### src/rtl/unidade_controle_exp7_pkg.sv
// State encoding and per-state output decode for the exp7 memory-game control unit.
// Codes are fixed because the top-level hex display decodes db_estado.
package unidade_controle_exp7_pkg;

    typedef enum logic [4:0] {
        inicial         = 5'h00,
        preparacao      = 5'h01,
        mostra_primeira = 5'h02,
        inicia_rodada   = 5'h03,
        espera_jogada   = 5'h04,
        registra        = 5'h05,
        comparacao      = 5'h06,
        proxima_jogada  = 5'h07,
        incrementa      = 5'h08,
        espera_nova     = 5'h09,
        fim_acertou     = 5'h0A,
        registra_nova   = 5'h0C,
        grava           = 5'h0D,
        fim_errou       = 5'h0E,
        fim_timeout     = 5'h0F
    } estado_t;

    typedef struct packed {
        logic zeraE;
        logic contaE;
        logic zeraRod;
        logic contaRod;
        logic zeraT;
        logic contaT;
        logic zeraP;
        logic contaP;
        logic zeraR;
        logic registraR;
        logic we;
        logic sinal_led;
        logic pronto;
        logic ganhou;
        logic perdeu;
        logic timeout;
    } saidas_t;

    function automatic saidas_t decodifica(input estado_t e);
        saidas_t s;
        s = '0;
        case (e)
            preparacao: begin
                s.zeraE   = 1'b1;
                s.zeraRod = 1'b1;
                s.zeraR   = 1'b1;
                s.zeraT   = 1'b1;
                s.zeraP   = 1'b1;
            end
            mostra_primeira: begin
                s.contaP    = 1'b1;
                s.sinal_led = 1'b1;
            end
            inicia_rodada: begin
                s.zeraE = 1'b1;
                s.zeraT = 1'b1;
            end
            espera_jogada, espera_nova: s.contaT = 1'b1;
            registra, registra_nova: begin
                s.registraR = 1'b1;
                s.zeraT     = 1'b1;
            end
            proxima_jogada: s.contaE = 1'b1;
            incrementa: begin
                s.contaE   = 1'b1;
                s.contaRod = 1'b1;
                s.zeraT    = 1'b1;
            end
            grava: s.we = 1'b1;
            fim_acertou: begin
                s.pronto = 1'b1;
                s.ganhou = 1'b1;
            end
            fim_errou: begin
                s.pronto = 1'b1;
                s.perdeu = 1'b1;
            end
            fim_timeout: begin
                s.pronto  = 1'b1;
                s.timeout = 1'b1;
            end
            default: s = '0;
        endcase
        return s;
    endfunction

endpackage

### src/rtl/unidade_controle_exp7.sv
// Moore control FSM for the exp7 memory game: show first play, check repetition, record a new play.
module unidade_controle_exp7
    import unidade_controle_exp7_pkg::*;
#(
    parameter bit TIMEOUT_EN = 1'b1
) (
    input  logic       clock,
    input  logic       reset,
    input  logic       iniciar,
    input  logic       fimP,
    input  logic       fimT,
    input  logic       fimRod,
    input  logic       igual,
    input  logic       enderecoIgualRodada,
    input  logic       jogada_feita,
    output logic       zeraE,
    output logic       contaE,
    output logic       zeraRod,
    output logic       contaRod,
    output logic       zeraT,
    output logic       contaT,
    output logic       zeraP,
    output logic       contaP,
    output logic       zeraR,
    output logic       registraR,
    output logic       we,
    output logic       sinal_led,
    output logic       pronto,
    output logic       ganhou,
    output logic       perdeu,
    output logic       timeout,
    output logic [4:0] db_estado
);

    estado_t estado, proximo;
    saidas_t saidas;
    logic    expirou;

    assign expirou = TIMEOUT_EN && fimT;

    always_comb begin
        proximo = inicial;
        case (estado)
            inicial:         proximo = iniciar ? preparacao : inicial;
            preparacao:      proximo = mostra_primeira;
            mostra_primeira: proximo = fimP ? inicia_rodada : mostra_primeira;
            inicia_rodada:   proximo = espera_jogada;
            espera_jogada:   proximo = jogada_feita ? registra :
                                       expirou      ? fim_timeout : espera_jogada;
            registra:        proximo = comparacao;
            comparacao: begin
                if (!igual)                         proximo = fim_errou;
                else if (enderecoIgualRodada && fimRod) proximo = fim_acertou;
                else if (enderecoIgualRodada)       proximo = incrementa;
                else                                proximo = proxima_jogada;
            end
            proxima_jogada:  proximo = espera_jogada;
            incrementa:      proximo = espera_nova;
            espera_nova:     proximo = jogada_feita ? registra_nova :
                                       expirou      ? fim_timeout : espera_nova;
            registra_nova:   proximo = grava;
            grava:           proximo = inicia_rodada;
            fim_acertou, fim_errou, fim_timeout:
                             proximo = iniciar ? preparacao : estado;
            default:         proximo = inicial;
        endcase
    end

    // Outputs are registered from the next-state decode, so they track the state register exactly.
    always_ff @(posedge clock or negedge reset) begin
        if (!reset) begin
            estado <= inicial;
            saidas <= '0;
        end else begin
            estado <= proximo;
            saidas <= decodifica(proximo);
        end
    end

    assign zeraE     = saidas.zeraE;
    assign contaE    = saidas.contaE;
    assign zeraRod   = saidas.zeraRod;
    assign contaRod  = saidas.contaRod;
    assign zeraT     = saidas.zeraT;
    assign contaT    = saidas.contaT;
    assign zeraP     = saidas.zeraP;
    assign contaP    = saidas.contaP;
    assign zeraR     = saidas.zeraR;
    assign registraR = saidas.registraR;
    assign we        = saidas.we;
    assign sinal_led = saidas.sinal_led;
    assign pronto    = saidas.pronto;
    assign ganhou    = saidas.ganhou;
    assign perdeu    = saidas.perdeu;
    assign timeout   = saidas.timeout;
    assign db_estado = estado;

endmodule
### config.mk
export PLATFORM = sky130hd
export DESIGN_NAME = unidade_controle_exp7
export DESIGN_NICKNAME = d
export VERILOG_FILES = /design/src/rtl/unidade_controle_exp7_pkg.sv /design/src/rtl/unidade_controle_exp7.sv
export SDC_FILE = /design/constraint.sdc
export NUM_CORES = 1
export LEC_CHECK = 0
export CAP_MARGIN = 5
export CORE_UTILIZATION = 55
export CTS_CLUSTER_DIAMETER = 150
export DETAILED_ROUTE_END_ITERATION = 10
export DONT_BUFFER_PORTS = 1
export GPL_TIMING_DRIVEN = 1
export HOLD_SLACK_MARGIN = 0.05
export PLACE_DENSITY = 0.7
export SYNTH_ARGS = -nofsm -noshare
export SYNTH_HDL_FRONTEND = slang
export SYNTH_SLANG_ARGS = --single-unit
### constraint.sdc
create_clock -name clock -period 4.1 [get_ports clock]
set_input_delay 0.82 -clock clock [delete_from_list [all_inputs] [get_ports clock]]
set_output_delay 0.82 -clock clock [all_outputs]
set_load 0.01 [all_outputs]
Word-level counts from Yosys, hierarchy flattened:

Index checks and enable logic that the tools add are counted.

* register bits: 18
* input bits: 9
* output and inout bits: 21

* reduce and logical (&&, ||, !) cells: 10
* multiplexer cells: 24
* eq/ne operators: 27

Operators by type and width (number)
* $eq A5 B4 Y1 const B: 14
* $pmux W5 S12: 1
* $eq A5 B3 Y1 const B: 7
* $eq A5 B2 Y1 const B: 4
* $mux W4: 5
* $mux W1: 15
* $eq A5 B1 Y1 const B: 2
* $reduce_or A2 Y1: 5
* $mux W3: 2
* $reduce_or A3 Y1: 2
* $logic_not A5 Y1: 1
* $mux W5: 1
* $reduce_or A5 Y1: 1
* $logic_and A1 B1 Y1: 1

Longest topological paths before layout:

* word-level depth: 7
* gate-level depth with buffers: 8

Least setup slack after synthesis:

OpenSTA, ideal clock, no wires.

* path type: input port to flip-flop
* start point: in iniciar
* end point: reg saidas, in the netlist contaT
* arrival: 1958 ps
* stages: 5
* setup time: 79 ps
* required time: 4021 ps
* slack: 2062 ps
* cells stage by stage: nand2b_1 o221a_1 o211a_4 or3_1 a21oi_1

* cells in the longest elaborated chain, start to end: 5
* elaborated cells on any way between the ends: 7
* those cells by class: eq/ne (2); mux (4); reduce/logical (1)

Ends and longest elaborated chain
* from (decl): line unidade_controle_exp7.sv:9 `input logic iniciar,`
* $mux W5 / $mux W1 (equally long branches): line unidade_controle_exp7.sv:64, unidade_controle_exp7.sv:44
* $pmux W5 S12 (*): line unidade_controle_exp7.sv:43 `case (estado)`
* $eq A5 B3 Y1 / $eq A5 B4 Y1 (equally long branches): line unidade_controle_exp7_pkg.sv:45 `case (e)`
* $reduce_or A2 Y1 (*): line unidade_controle_exp7_pkg.sv:45
* $mux W1 (*): line unidade_controle_exp7_pkg.sv:45
* to (signal assigned): line unidade_controle_exp7.sv:76 `saidas <= decodifica(proximo);`
* to (decl): line unidade_controle_exp7.sv:36 `saidas_t saidas;`

Mark *: on every way between the ends. The rest lies on a longest branch, timed or not.

Worst setup path after layout:

* start point: reg estado[2], in the netlist db_estado[2]
* end point: reg saidas, in the netlist registraR

* cells in the longest elaborated chain, start to end: 6
* elaborated cells on any way between the ends: 23
* those cells by class: eq/ne (16); mux (3); reduce/logical (4)

Ends and longest elaborated chain
* from (decl): line unidade_controle_exp7.sv:35 `estado_t estado, proximo;`
* from (signal assigned): line unidade_controle_exp7.sv:72 `estado <= inicial;`
* from (signal assigned): line unidade_controle_exp7.sv:75 `estado <= proximo;`
* $eq A5 B4 Y1 (tied with other cells): line unidade_controle_exp7.sv:43
* $reduce_or A3 Y1 / $reduce_or A2 Y1 (equally long branches)
* $pmux W5 S12 (*): line unidade_controle_exp7.sv:43
* via proximo[3]: line unidade_controle_exp7.sv:35
* $eq A5 B3 Y1 / $eq A5 B4 Y1 (equally long branches): line unidade_controle_exp7_pkg.sv:45
* $reduce_or A2 Y1 (*): line unidade_controle_exp7_pkg.sv:45
* $mux W1 (*): line unidade_controle_exp7_pkg.sv:45

The timed path passes the listed nets; every way through them passes the cells marked *.

==> summary.md <==
| Metric | Value |
|---|---|
| Status | `finished with violations` |
| Violated checks | `design-rule violations` |
| Boundary Pins | `30` |
| DRT Pass-1 Iters | `7` |
| Met2 routed WL | `811 µm` |
| P_leak | `between 0.4 and 0.5 nW` |
| Row count | `14` |
| Avg Inst Size Synth | `about 10 µm²` |
| Initial Util | `0.615` |
| Number of synthesized flops with an enable pin | `0` |
| H-tree Lvls | `1` |
| CTS Buf Count | `3` |
| Largest net degree at the start of global routing | `19` |
| CP delay by family, top | `simple AND/OR/NAND/NOR gates` |
| Synthesis-to-layout area growth | `-0.914%` |
| Gr usage total | `0.213` |
| Clock Sinks | `18` |
| RSZ-0062 raised after global routing | `no` |
| Power Total | `566 µW` |
| Fin. max-slew vios | `0` |
| Slowest CP cell | `dfrtp_1` |
| CP startpoint kind | `flip-flop` |
| Antenna cells | `0` |
| Clock buffer depth | `2` |
| MaxCap Viol Count | `0` |
| Crit path capture type | `flip-flop` |
| Clock Latency Late Sink | `0.28 ns` |
| Worst rel slew slack | `0.644` |
| FF+latch count, synth | `18` |
| Routed via count | `slightly below 700` |
| Slowest stage delay, CP | `0.63 ns` |
| Met1 Routed Length | `814 µm` |
| Cells after Synth | `95` |
| Routed Antenna Nets | `0` |
| Vias in the first global route | `between 600 and 700` |
| Worst-Margin Slew | `between 0.5 and 0.6 ns` |
| TritonCTS clock tree | `built` |
| Die area | `0.00191 mm²` |
| Total wire length | `1740 µm` |
| Peak supply drop | `0.315 mV` |
| Pre-CTS WS | `approximately 1.9 ns` |
| Fillers | `between 100 and 150` |
| Largest cells by area after synthesis | `dfrtp_1 47%, nand2_1 2.7%, nor2b_1 2.6%, nor3_1 2.6%, buf_4 2.3%` |
| Setup_tns | `0 ns` |
| Worst path bufs/invs | `1` |
| Dpl hpwl | `1260 µm` |
| Final Setup Violations | `0` |
| Worst-path fanout max | `15` |
| Synth cell types | `38` |
| Seq/Total Area, Yosys | `0.470` |
| Root buffer cell | `clkbuf_4` |
| Cts repair resizes | `0` |
| Final nets | `100` |
| Fmax | `444 MHz` |
| DRT iter0 DRCs | `22` |
| Global-route wire length before repair | `just under 3000 µm` |
| # DRC | `3` |
| GR Overflow Total | `0` |
| Setup bufs post-CTS | `0` |
| Most instantiated library cell after synthesis | `dfrtp_1` |
| Pwr/cell area | `slightly below 600 mW/mm²` |
| Initial antenna violation count | `0` |
| Hold Worst Slack | `0.218 ns` |
| Synth Flop Type | `dfrtp_1` |
| DR WL met3 | `just over 100 µm` |
| Crit Path Class | `flip-flop to flip-flop` |
| Layout Skew | `~0.0027 ns` |
| Ys Warns | `0` |
| Via density | `between 6 and 7` |
| Area fraction of the dominant cell type after synthesis | `0.470` |
| Post-Syn Nets | `104` |
| Avg WL per Cell | `16.4 µm` |
| Fin worst setup slack | `1.85 ns` |
| Worst endpoint data arrival time | `between 2 and 2.5 ns` |
| Final clock period utilization by the worst path | `0.549` |
| CP required | `approximately 4.3 ns` |
| Hold buffer count at CTS | `0` |
| Most frequent cells after synthesis | `18 x dfrtp_1, 7 x nand2_1, 5 x nor3_1` |
| Layout cells sized above 1 | `0.0889` |
| Worst-path clk slew | `0.09 ns` |
| Ys async rst share | `1.00` |
| Final Critical Period | `~2.3 ns` |
| Syn Std Cell Area | `~960 µm²` |
| Core ar. | `0.00156 mm²` |
| Critical-path cell list | `nor3b_1, a32oi_1, and3_1, clkinv_2, nand2b_1, a211oi_1` |
| Final hold vios | `0` |
| Synth area leader | `dfrtp_1` |
| Routability Congestion | `between 0.8 and 0.9` |
| Hold/Removal Path Class | `input pin to asynchronous set/reset pin` |
| Port Buf Inserts | `0` |
| Max layer used | `met4` |
| Die span in y | `43.7 µm` |
| Die X | `43.7 µm` |
-- final timing paths --
path,from,end,slack (ns),cells past startpoint
max,db_estado[2],registraR,1.85,6
min in group clock,db_estado[3],we,0.82,1
max reg2reg,db_estado[2],registraR,1.85,6
min reg2reg,db_estado[3],we,0.82,1
max in group asynchronous,reset,contaT,3.81,0
min,reset,db_estado[1],0.22,0
-- sequential cells by signal, indices dropped and copies added, names as in the netlist --
| name | cells |
|---|---|
| pronto | 1 |
| zeraT | 1 |
| sinal_led | 1 |
| contaRod | 1 |
| contaT | 1 |
| zeraE | 1 |
| we | 1 |
| registraR | 1 |
| timeout | 1 |
| contaE | 1 |
| ganhou | 1 |
| zeraR | 1 |
| perdeu | 1 |
| db_estado | 5 |
-- placed cells by master (no fill, tap or decap), types with 3 or more instances in the layout --
cell,Yosys,final
dfrtp_1,18,18
nand2_1,7,7
nor3_1,5,5
nor2b_1,4,4
nand3_1,4,4
nor2_1,4,4
o21ai_0,4,4
nand2b_1,3,3
nor3b_1,3,3
o211ai_1,3,3
clkbuf_4,0,3
-- metrics by stage --
stage / area [µm²] / std cells / utilization
after floorplan: 958 / 95 / -
after global placement: 913 / 102 / 0.586
after detailed placement: 913 / 102 / 0.586
after CTS: 950 / 106 / 0.609
after global routing: 950 / 106 / 0.609
final: 950 / 106 / 0.609
-- layer usage --
metal,vias up,GRT usage
met4,0,0.0563
met3,2,0.0667
met1,320,0.293
met5,-,0
li1,329,-
met2,28,0.325
-- cells by family after synthesis --
logic type	after synthesis	share of synthesized area
AO/OA/AOI/OAI	18	0.158
buffers and inverters	13	0.0848
flip-flops	18	0.470
multiplexers	1	0.0104
other	1	0.00391
AND/OR/NAND/NOR	44	0.273
-- cell type report --
cell class | instances | area, µm² | share of cell area
sequential | 18 | 450 | 0.474
multi-input combinational | 64 | 427 | 0.449
clock buffer | 4 | 36.3 | 0.0382
tap | 16 | 20.0 | 0.0211
inverter | 4 | 16.3 | 0.0171
-- where the power goes --
group / internal, mW / switching [mW] / total, mW
combinational: 0.0784 / 0.0990 / 0.177
clock: 0.0540 / 0.0497 / 0.104
sequential: 0.211 / 0.0744 / 0.285
total: 0.343 / 0.223 / 0.566
Power figures use the tool's default switching activity.
